[config.mk]
export PLATFORM = sky130hd
export DESIGN_NAME = simple_datapath
export DESIGN_NICKNAME = d
export VERILOG_FILES = /design/src/rtl/simple_datapath_pkg.sv /design/src/rtl/simple_datapath_reg_file.sv /design/src/rtl/simple_datapath.sv
export SDC_FILE = /design/constraint.sdc
export NUM_CORES = 1
export LEC_CHECK = 0
export CORE_MARGIN = 4
export CORE_UTILIZATION = 38
export DETAILED_ROUTE_END_ITERATION = 10
export DONT_BUFFER_PORTS = 1
export GPL_TIMING_DRIVEN = 0
export PLACE_DENSITY_LB_ADDON = 0.15
export RECOVER_POWER = 100
export SYNTH_ARGS = -nofsm -noshare
export SYNTH_HDL_FRONTEND = slang
export SYNTH_SLANG_ARGS = --single-unit
[constraint.sdc]
create_clock -name CLK -period 10.2 [get_ports CLK]
set_clock_uncertainty 0.1 [all_clocks]
set_input_delay 0.51 -clock CLK [delete_from_list [all_inputs] [get_ports CLK]]
set_output_delay 0.51 -clock CLK [all_outputs]
set_load 0.1 [all_outputs]
[src/rtl/simple_datapath_pkg.sv]
// Shared constants for the 4-bit simple computer: widths, FS opcodes, flag layout.
// Pure declarations; no latency and no flow control.
package simple_datapath_pkg;

  localparam int DATA_W    = 4;
  localparam int REG_AW    = 2;
  localparam int MEM_AW    = 4;
  localparam int NUM_REGS  = 1 << REG_AW;
  localparam int MEM_DEPTH = 1 << MEM_AW;

  typedef enum logic [3:0] {
    FS_PASSA  = 4'b0000,
    FS_INCA   = 4'b0001,
    FS_ADD    = 4'b0010,
    FS_ADDC   = 4'b0011,
    FS_ADDNB  = 4'b0100,
    FS_SUB    = 4'b0101,
    FS_DECA   = 4'b0110,
    FS_PASSA2 = 4'b0111,
    FS_AND    = 4'b1000,
    FS_OR     = 4'b1001,
    FS_XOR    = 4'b1010,
    FS_NOTA   = 4'b1011,
    FS_PASSB  = 4'b1100,
    FS_SHR    = 4'b1101,
    FS_SHL    = 4'b1110,
    FS_ZERO   = 4'b1111
  } fs_e;

  typedef struct packed {
    logic v;
    logic c;
    logic n;
    logic z;
  } flags_t;

  // The whole lower half of the FS space goes through the adder.
  function automatic logic is_arith(input logic [3:0] fs);
    return ~fs[3];
  endfunction

endpackage

[src/rtl/simple_datapath_reg_file.sv]
// 4x4-bit register file: two combinational read ports, one write port, sync reset.
// Reads are same-cycle, writes land on the rising edge (no bypass); no backpressure.
module simple_datapath_reg_file
  import simple_datapath_pkg::*;
(
  input  logic              clk,
  input  logic              rst,
  input  logic              we,
  input  logic [REG_AW-1:0] wa,
  input  logic [DATA_W-1:0] wd,
  input  logic [REG_AW-1:0] ra_a,
  input  logic [REG_AW-1:0] ra_b,
  output logic [DATA_W-1:0] rd_a,
  output logic [DATA_W-1:0] rd_b
);

  logic [DATA_W-1:0] regs [NUM_REGS];

  always_ff @(posedge clk) begin
    if (rst) begin
      for (int i = 0; i < NUM_REGS; i++) regs[i] <= '0;
    end else if (we) begin
      regs[wa] <= wd;
    end
  end

  assign rd_a = regs[ra_a];
  assign rd_b = regs[ra_b];

endmodule

[src/rtl/simple_datapath.sv]
// Single-cycle datapath: register file, function unit, 16x4 data memory, registered V/C/N/Z.
// Buses and FOut are combinational; state updates on the next edge; no backpressure.
module simple_datapath
  import simple_datapath_pkg::*;
(
  input  logic              CLK,
  input  logic              RST,
  input  logic [REG_AW-1:0] DA,
  input  logic [REG_AW-1:0] AA,
  input  logic [REG_AW-1:0] BA,
  input  logic              MB,
  input  logic [3:0]        FS,
  input  logic              MD,
  input  logic              RW,
  input  logic              MW,
  input  logic [DATA_W-1:0] Constant,
  output logic [DATA_W-1:0] AData,
  output logic [DATA_W-1:0] BData,
  output logic [DATA_W-1:0] FOut,
  output logic              V,
  output logic              C,
  output logic              N,
  output logic              Z
);

  logic [DATA_W-1:0] reg_a;
  logic [DATA_W-1:0] reg_b;
  logic [DATA_W-1:0] mem_out;
  logic [DATA_W-1:0] wb_dat;
  logic [DATA_W-1:0] add_y;
  logic              add_cin;
  logic [DATA_W:0]   add_sum;
  logic [DATA_W-1:0] fu_dat;
  logic              fu_c;
  logic              fu_v;
  logic [DATA_W-1:0] mem [MEM_DEPTH];
  flags_t            flags_q;

  simple_datapath_reg_file reg_file (
    .clk  (CLK),
    .rst  (RST),
    .we   (RW),
    .wa   (DA),
    .wd   (wb_dat),
    .ra_a (AA),
    .ra_b (BA),
    .rd_a (reg_a),
    .rd_b (reg_b)
  );

  assign AData = reg_a;
  assign BData = MB ? Constant : reg_b;

  // Every arithmetic code is A + y + cin; only the second operand and carry-in differ.
  always_comb begin
    add_y   = '0;
    add_cin = 1'b0;
    case (FS)
      FS_INCA:  add_cin = 1'b1;
      FS_ADD:   add_y   = BData;
      FS_ADDC:  begin add_y = BData;  add_cin = 1'b1; end
      FS_ADDNB: add_y   = ~BData;
      FS_SUB:   begin add_y = ~BData; add_cin = 1'b1; end
      FS_DECA:  add_y   = '1;
      default:  add_y   = '0;
    endcase
  end

  assign add_sum = {1'b0, AData} + {1'b0, add_y} + {{DATA_W{1'b0}}, add_cin};

  always_comb begin
    fu_dat = '0;
    case (FS)
      FS_AND:   fu_dat = AData & BData;
      FS_OR:    fu_dat = AData | BData;
      FS_XOR:   fu_dat = AData ^ BData;
      FS_NOTA:  fu_dat = ~AData;
      FS_PASSB: fu_dat = BData;
      FS_SHR:   fu_dat = {1'b0, BData[DATA_W-1:1]};
      FS_SHL:   fu_dat = {BData[DATA_W-2:0], 1'b0};
      FS_ZERO:  fu_dat = '0;
      default:  fu_dat = add_sum[DATA_W-1:0];
    endcase
  end

  // Overflow: operands agree in sign but the sum does not.
  assign fu_c = is_arith(FS) & add_sum[DATA_W];
  assign fu_v = is_arith(FS) & (AData[DATA_W-1] == add_y[DATA_W-1])
                             & (add_sum[DATA_W-1] != AData[DATA_W-1]);
  assign FOut = fu_dat;

  assign mem_out = mem[AData];
  assign wb_dat  = MD ? mem_out : FOut;

  always_ff @(posedge CLK) begin
    if (RST) begin
      for (int i = 0; i < MEM_DEPTH; i++) mem[i] <= '0;
    end else if (MW) begin
      mem[AData] <= BData;
    end
  end

  always_ff @(posedge CLK) begin
    if (RST) begin
      flags_q <= '0;
    end else begin
      flags_q <= '{v: fu_v, c: fu_c, n: fu_dat[DATA_W-1], z: (fu_dat == '0)};
    end
  end

  assign V = flags_q.v;
  assign C = flags_q.c;
  assign N = flags_q.n;
  assign Z = flags_q.z;

endmodule

==> flow_summary.html <==
<table>
<tr><th>Metric</th><th>Value</th></tr>
<tr><th colspan="2">Drt</th></tr>
<tr><td>Wire length on met3</td><td>about 740 um</td></tr>
<tr><td>Aggregate routed wire length</td><td>about 12000 um</td></tr>
<tr><td>Number of routed nets with antenna violations</td><td>0</td></tr>
<tr><td>Met2 Wirelength</td><td>about 5600 um</td></tr>
<tr><td>Wire length on met1</td><td>between 5000 and 6000 um</td></tr>
<tr><td>Uppermost metal layer occupied by signal nets</td><td>met4</td></tr>
<tr><td>Number of iterations in the first detailed-routing pass</td><td>5</td></tr>
<tr><td>Initial drt markers</td><td>300</td></tr>
<tr><td>Average wire length per cell after detail routing</td><td>20.8 um</td></tr>
<tr><td>Average via count per standard cell</td><td>around 5.4</td></tr>
<tr><td>Drc violations</td><td>0</td></tr>
<tr><td>Total number of vias</td><td>3233</td></tr>
<tr><th colspan="2">CTS</th></tr>
<tr><td>Clock tree buffer depth</td><td>2</td></tr>
<tr><td>Clock sink count</td><td>84</td></tr>
<tr><td>Clock Pin Slew Worst Setup and Hold Paths</td><td>0.06 ns</td></tr>
<tr><td>Number of buffers inserted during clock tree synthesis</td><td>9</td></tr>
<tr><td>TritonCTS clock tree</td><td>yes</td></tr>
<tr><td>Clk Latency, worst-skew pair</td><td>0.34 ns</td></tr>
<tr><td>Post-cts resize count</td><td>0</td></tr>
<tr><td>Post-CTS Repair Setup Buffers</td><td>0</td></tr>
<tr><td>Root buffer cell</td><td>clkbuf_16</td></tr>
<tr><td>CTS HTree Levels</td><td>3</td></tr>
<tr><td>Number of hold buffers added after CTS</td><td>0</td></tr>
<tr><th colspan="2">Die</th></tr>
<tr><td>Starting density of the core</td><td>0.391</td></tr>
<tr><td>Io pins</td><td>36</td></tr>
<tr><td>Overall die area</td><td>between 10000 and 15000 um2</td></tr>
<tr><td>Std cell rows</td><td>40</td></tr>
<tr><td>Die extent in y</td><td>120 um</td></tr>
<tr><td>DIE WIDTH</td><td>about 120 um</td></tr>
<tr><td>Core ar.</td><td>roughly 12000 um2</td></tr>
<tr><th colspan="2">Timing</th></tr>
<tr><td>RSZ-0062 raised after global routing</td><td>no</td></tr>
<tr><td>Setup violation total in the final timing report</td><td>0</td></tr>
<tr><td>Number of slew-limit violations in the final report</td><td>48</td></tr>
<tr><td>Final critical-path share of the clock period</td><td>0.574</td></tr>
<tr><td>Time the worst path needs with I/O delays and setup</td><td>approximately 5.9 ns</td></tr>
<tr><td>Max transition margin</td><td>-0.396</td></tr>
<tr><td>Setup_tns</td><td>0 ns</td></tr>
<tr><td>Fmax</td><td>about 170 MHz</td></tr>
<tr><td>Worst slew pin tran</td><td>about 2.1 ns</td></tr>
<tr><td>Final Hold Violating Endpoints</td><td>0</td></tr>
<tr><th colspan="2">Yosys</th></tr>
<tr><td>Number of warnings reported in the yosys synthesis log</td><td>0</td></tr>
<tr><td>Top post-synthesis cells by area</td><td>edfxtp_1 51%, mux2i_1 8.0%, nor2_1 6.3%</td></tr>
<tr><td>Post-synth top flop</td><td>edfxtp_1</td></tr>
<tr><td>Distinct cell type count of the synthesized netlist</td><td>51</td></tr>
<tr><td>Share of synthesized area occupied by flip-flops and latches</td><td>0.524</td></tr>
<tr><td>Synth top area share</td><td>0.507</td></tr>
<tr><td>Netlist Area Pre-Place</td><td>4740 um2</td></tr>
<tr><td>Cell count after synthesis</td><td>approximately 420</td></tr>
<tr><td>Synthesized area divided by synthesized cell count</td><td>roughly 11 um2</td></tr>
<tr><td>EDFF count, synth</td><td>80</td></tr>
<tr><td>Async S/R FF share, synth</td><td>0</td></tr>
<tr><td>Synth Net Count</td><td>between 400 and 500</td></tr>
<tr><td>Number of synthesized register bits</td><td>84</td></tr>
<tr><td>Post-synthesis cell type with the largest combined area</td><td>edfxtp_1</td></tr>
<tr><th colspan="2">Power and ir drop</th></tr>
<tr><td>Leakage</td><td>0.00196 uW</td></tr>
<tr><td>Maximum vdd ir drop</td><td>between 0.00007 and 0.00008 V</td></tr>
<tr><td>Cell area power density</td><td>179 nW/um2</td></tr>
<tr><th colspan="2">Cells and area</th></tr>
<tr><td>Number of diodes added for antenna fixing</td><td>0</td></tr>
<tr><td>Post-route standard cell area excluding fillers</td><td>5160 um2</td></tr>
<tr><td>Area of combinational cells with multiple inputs</td><td>2020 um2</td></tr>
<tr><td>Layout cells sized above 1</td><td>0.0880</td></tr>
<tr><td>Area overhead of the layout relative to synthesis</td><td>8.90%</td></tr>
<tr><td>Fill cell count</td><td>roughly 1200</td></tr>
<tr><td>Number of nets in the final layout</td><td>460</td></tr>
<tr><td>FF/Latch Area</td><td>around 2500 um2</td></tr>
<tr><th colspan="2">Setup path</th></tr>
<tr><td>FF-to-FF Start</td><td>reg_file.regs[1][0]</td></tr>
<tr><td>Crit path required time</td><td>9.59 ns</td></tr>
<tr><td>Crit path from</td><td>reg_file.regs[1][0]</td></tr>
<tr><td>Critical path endpoint category</td><td>output pin</td></tr>
<tr><td>Crit Path Class</td><td>reg -&gt; out</td></tr>
<tr><td>CP arrival</td><td>5.24 ns</td></tr>
<tr><td>Startpoint kind of the worst setup timing path</td><td>register</td></tr>
<tr><td>Largest driver fanout on the critical path</td><td>12</td></tr>
<tr><th colspan="2">Flow run</th></tr>
<tr><td>Number of max-cap violations</td><td>4</td></tr>
<tr><th colspan="2">Worst hold path</th></tr>
<tr><td>HP Class</td><td>in -&gt; reg</td></tr>
<tr><td>Min-delay src</td><td>RW</td></tr>
<tr><th colspan="2">Global routing</th></tr>
<tr><td>Global-route wire length before repair</td><td>19300 um</td></tr>
<tr><td>Sum of overflow across all layers after global routing</td><td>0</td></tr>
<tr><td>Initial antenna violation count</td><td>0</td></tr>
<tr><td>Maximum number of pins on one net before global-route repair</td><td>14</td></tr>
<tr><td>Vias in the first global route</td><td>approximately 3300</td></tr>
<tr><td>Total track usage</td><td>0.181</td></tr>
<tr><th colspan="2">Run status</th></tr>
<tr><td>Violated checks</td><td>max-capacitance violations, max-slew violations</td></tr>
<tr><td>Run status</td><td>finished with violations</td></tr>
<tr><th colspan="2">Place</th></tr>
<tr><td>Standard cell area after detailed placement</td><td>4950 um2</td></tr>
<tr><td>IO buf count</td><td>0</td></tr>
<tr><td>Global placement routability congestion</td><td>0.902</td></tr>
<tr><td>Final HPWL from detailed placement</td><td>between 9000 and 10000 um</td></tr>
</table>
-- layout by cell type, fill, tap and decap left out, drive strengths merged, types with 6 or more instances in the layout --
cell and instances:
nand3 11, inv 18, a21oi 11, ha 11
nand2 23, mux2i 40, a22oi 6, mux4 7
clkbuf 31, nor2 79, edfxtp 80, and2 18
nand2b 19
-- report_power, final --
group	leakage, uW	total, uW	switching (uW)	internal [uW]
registers	0.000862	409	14.7	395
clock network	0.000144	324	128	196
logic	0.000955	192	142	50.0
total	0.00196	926	285	640
-- cells in the mapped netlist (3+ instances only) --
cell type / number
nor3_1: 4
mux2_2: 5
a211oi_1: 5
xnor2_1: 3
nor2_1: 79
nand3_1: 11
a21o_1: 4
and2_1: 18
nor2b_1: 5
clkbuf_1: 12
mux4_2: 7
buf_2: 5
edfxtp_1: 80
inv_1: 16
dfxtp_1: 4
buf_6: 3
a22oi_1: 6
a21oi_1: 11
o221ai_1: 4
or2_2: 5
o22ai_1: 3
mux2i_1: 38
ha_1: 11
nand2_1: 23
nand2b_1: 19
-- sequential cells by signal, summed over array words and instances (netlist names) --
register / flops
reg_file.regs: 16
N: 1
C: 1
V: 1
Z: 1
mem: 64
-- worst max-delay path, cell delays in order, from the launching register on --
cell and delay (ns):
edfxtp_1 0.36, mux4_2 0.39, clkbuf_1 0.59, clkbuf_1 1.56, fa_1 0.44, inv_1 0.07
fa_1 0.44, xnor2_1 0.15, o32ai_1 0.31, inv_1 0.57
-- metrics by stage --
| stage | power (uW) | hold WS [ns] | instances | setup slack (ns) | util |
|---|---|---|---|---|---|
| final | 926 | 0.392 | 600 | 4.35 | 0.426 |
| after global routing | 962 | 0.401 | 600 | 4.18 | 0.426 |
| after CTS | 938 | 0.381 | 600 | 4.67 | 0.433 |
| after detailed placement | 614 | 0.739 | 584 | 4.85 | 0.409 |
| after global placement | 613 | 0.734 | 584 | 4.86 | 0.409 |
| after floorplan | 567 | 0.683 | 416 | 5.91 | - |
-- per-layer routing --
| layer | up-vias | GRT usage |
|---|---|---|
| li1 | 1520 | - |
| met1 | 1567 | 0.249 |
| met2 | 117 | 0.274 |
| met3 | 29 | 0.0434 |
| met4 | 0 | 0.0795 |
| met5 | - | 0 |
-- path summary, 6_finish.rpt --
kind                               to  slack, ns  cells after the start
setup reg to reg  reg_file.regs[3][0]       4.59                     10
setup / recovery              FOut[2]       4.35                      9
hold reg to reg   reg_file.regs[2][1]       0.92                      5
hold / removal    reg_file.regs[3][0]       0.39                      1
-- layout make-up --
cell class,count,share of cell area
tap,168,0.0407
clock buffer,13,0.0485
sequential,84,0.481
clock inverter,3,0.00776
inverter,18,0.0131
buffer,22,0.0172
multi-input combinational,292,0.392
-- kinds of logic (layout without fill, tap and decap cells) --
family,Yosys count,after routing,synth area share
adders and majority gates,13,13,0.0375
and+or+nand+nor,176,176,0.183
DFF,84,84,0.524
buffers and inverters,40,56,0.0386
xor gates and xnor gates,3,3,0.00555
AOI/OAI and AO/OA,48,48,0.0768
muxes,52,52,0.135
Note: power is estimated with default switching activity, not from simulation.
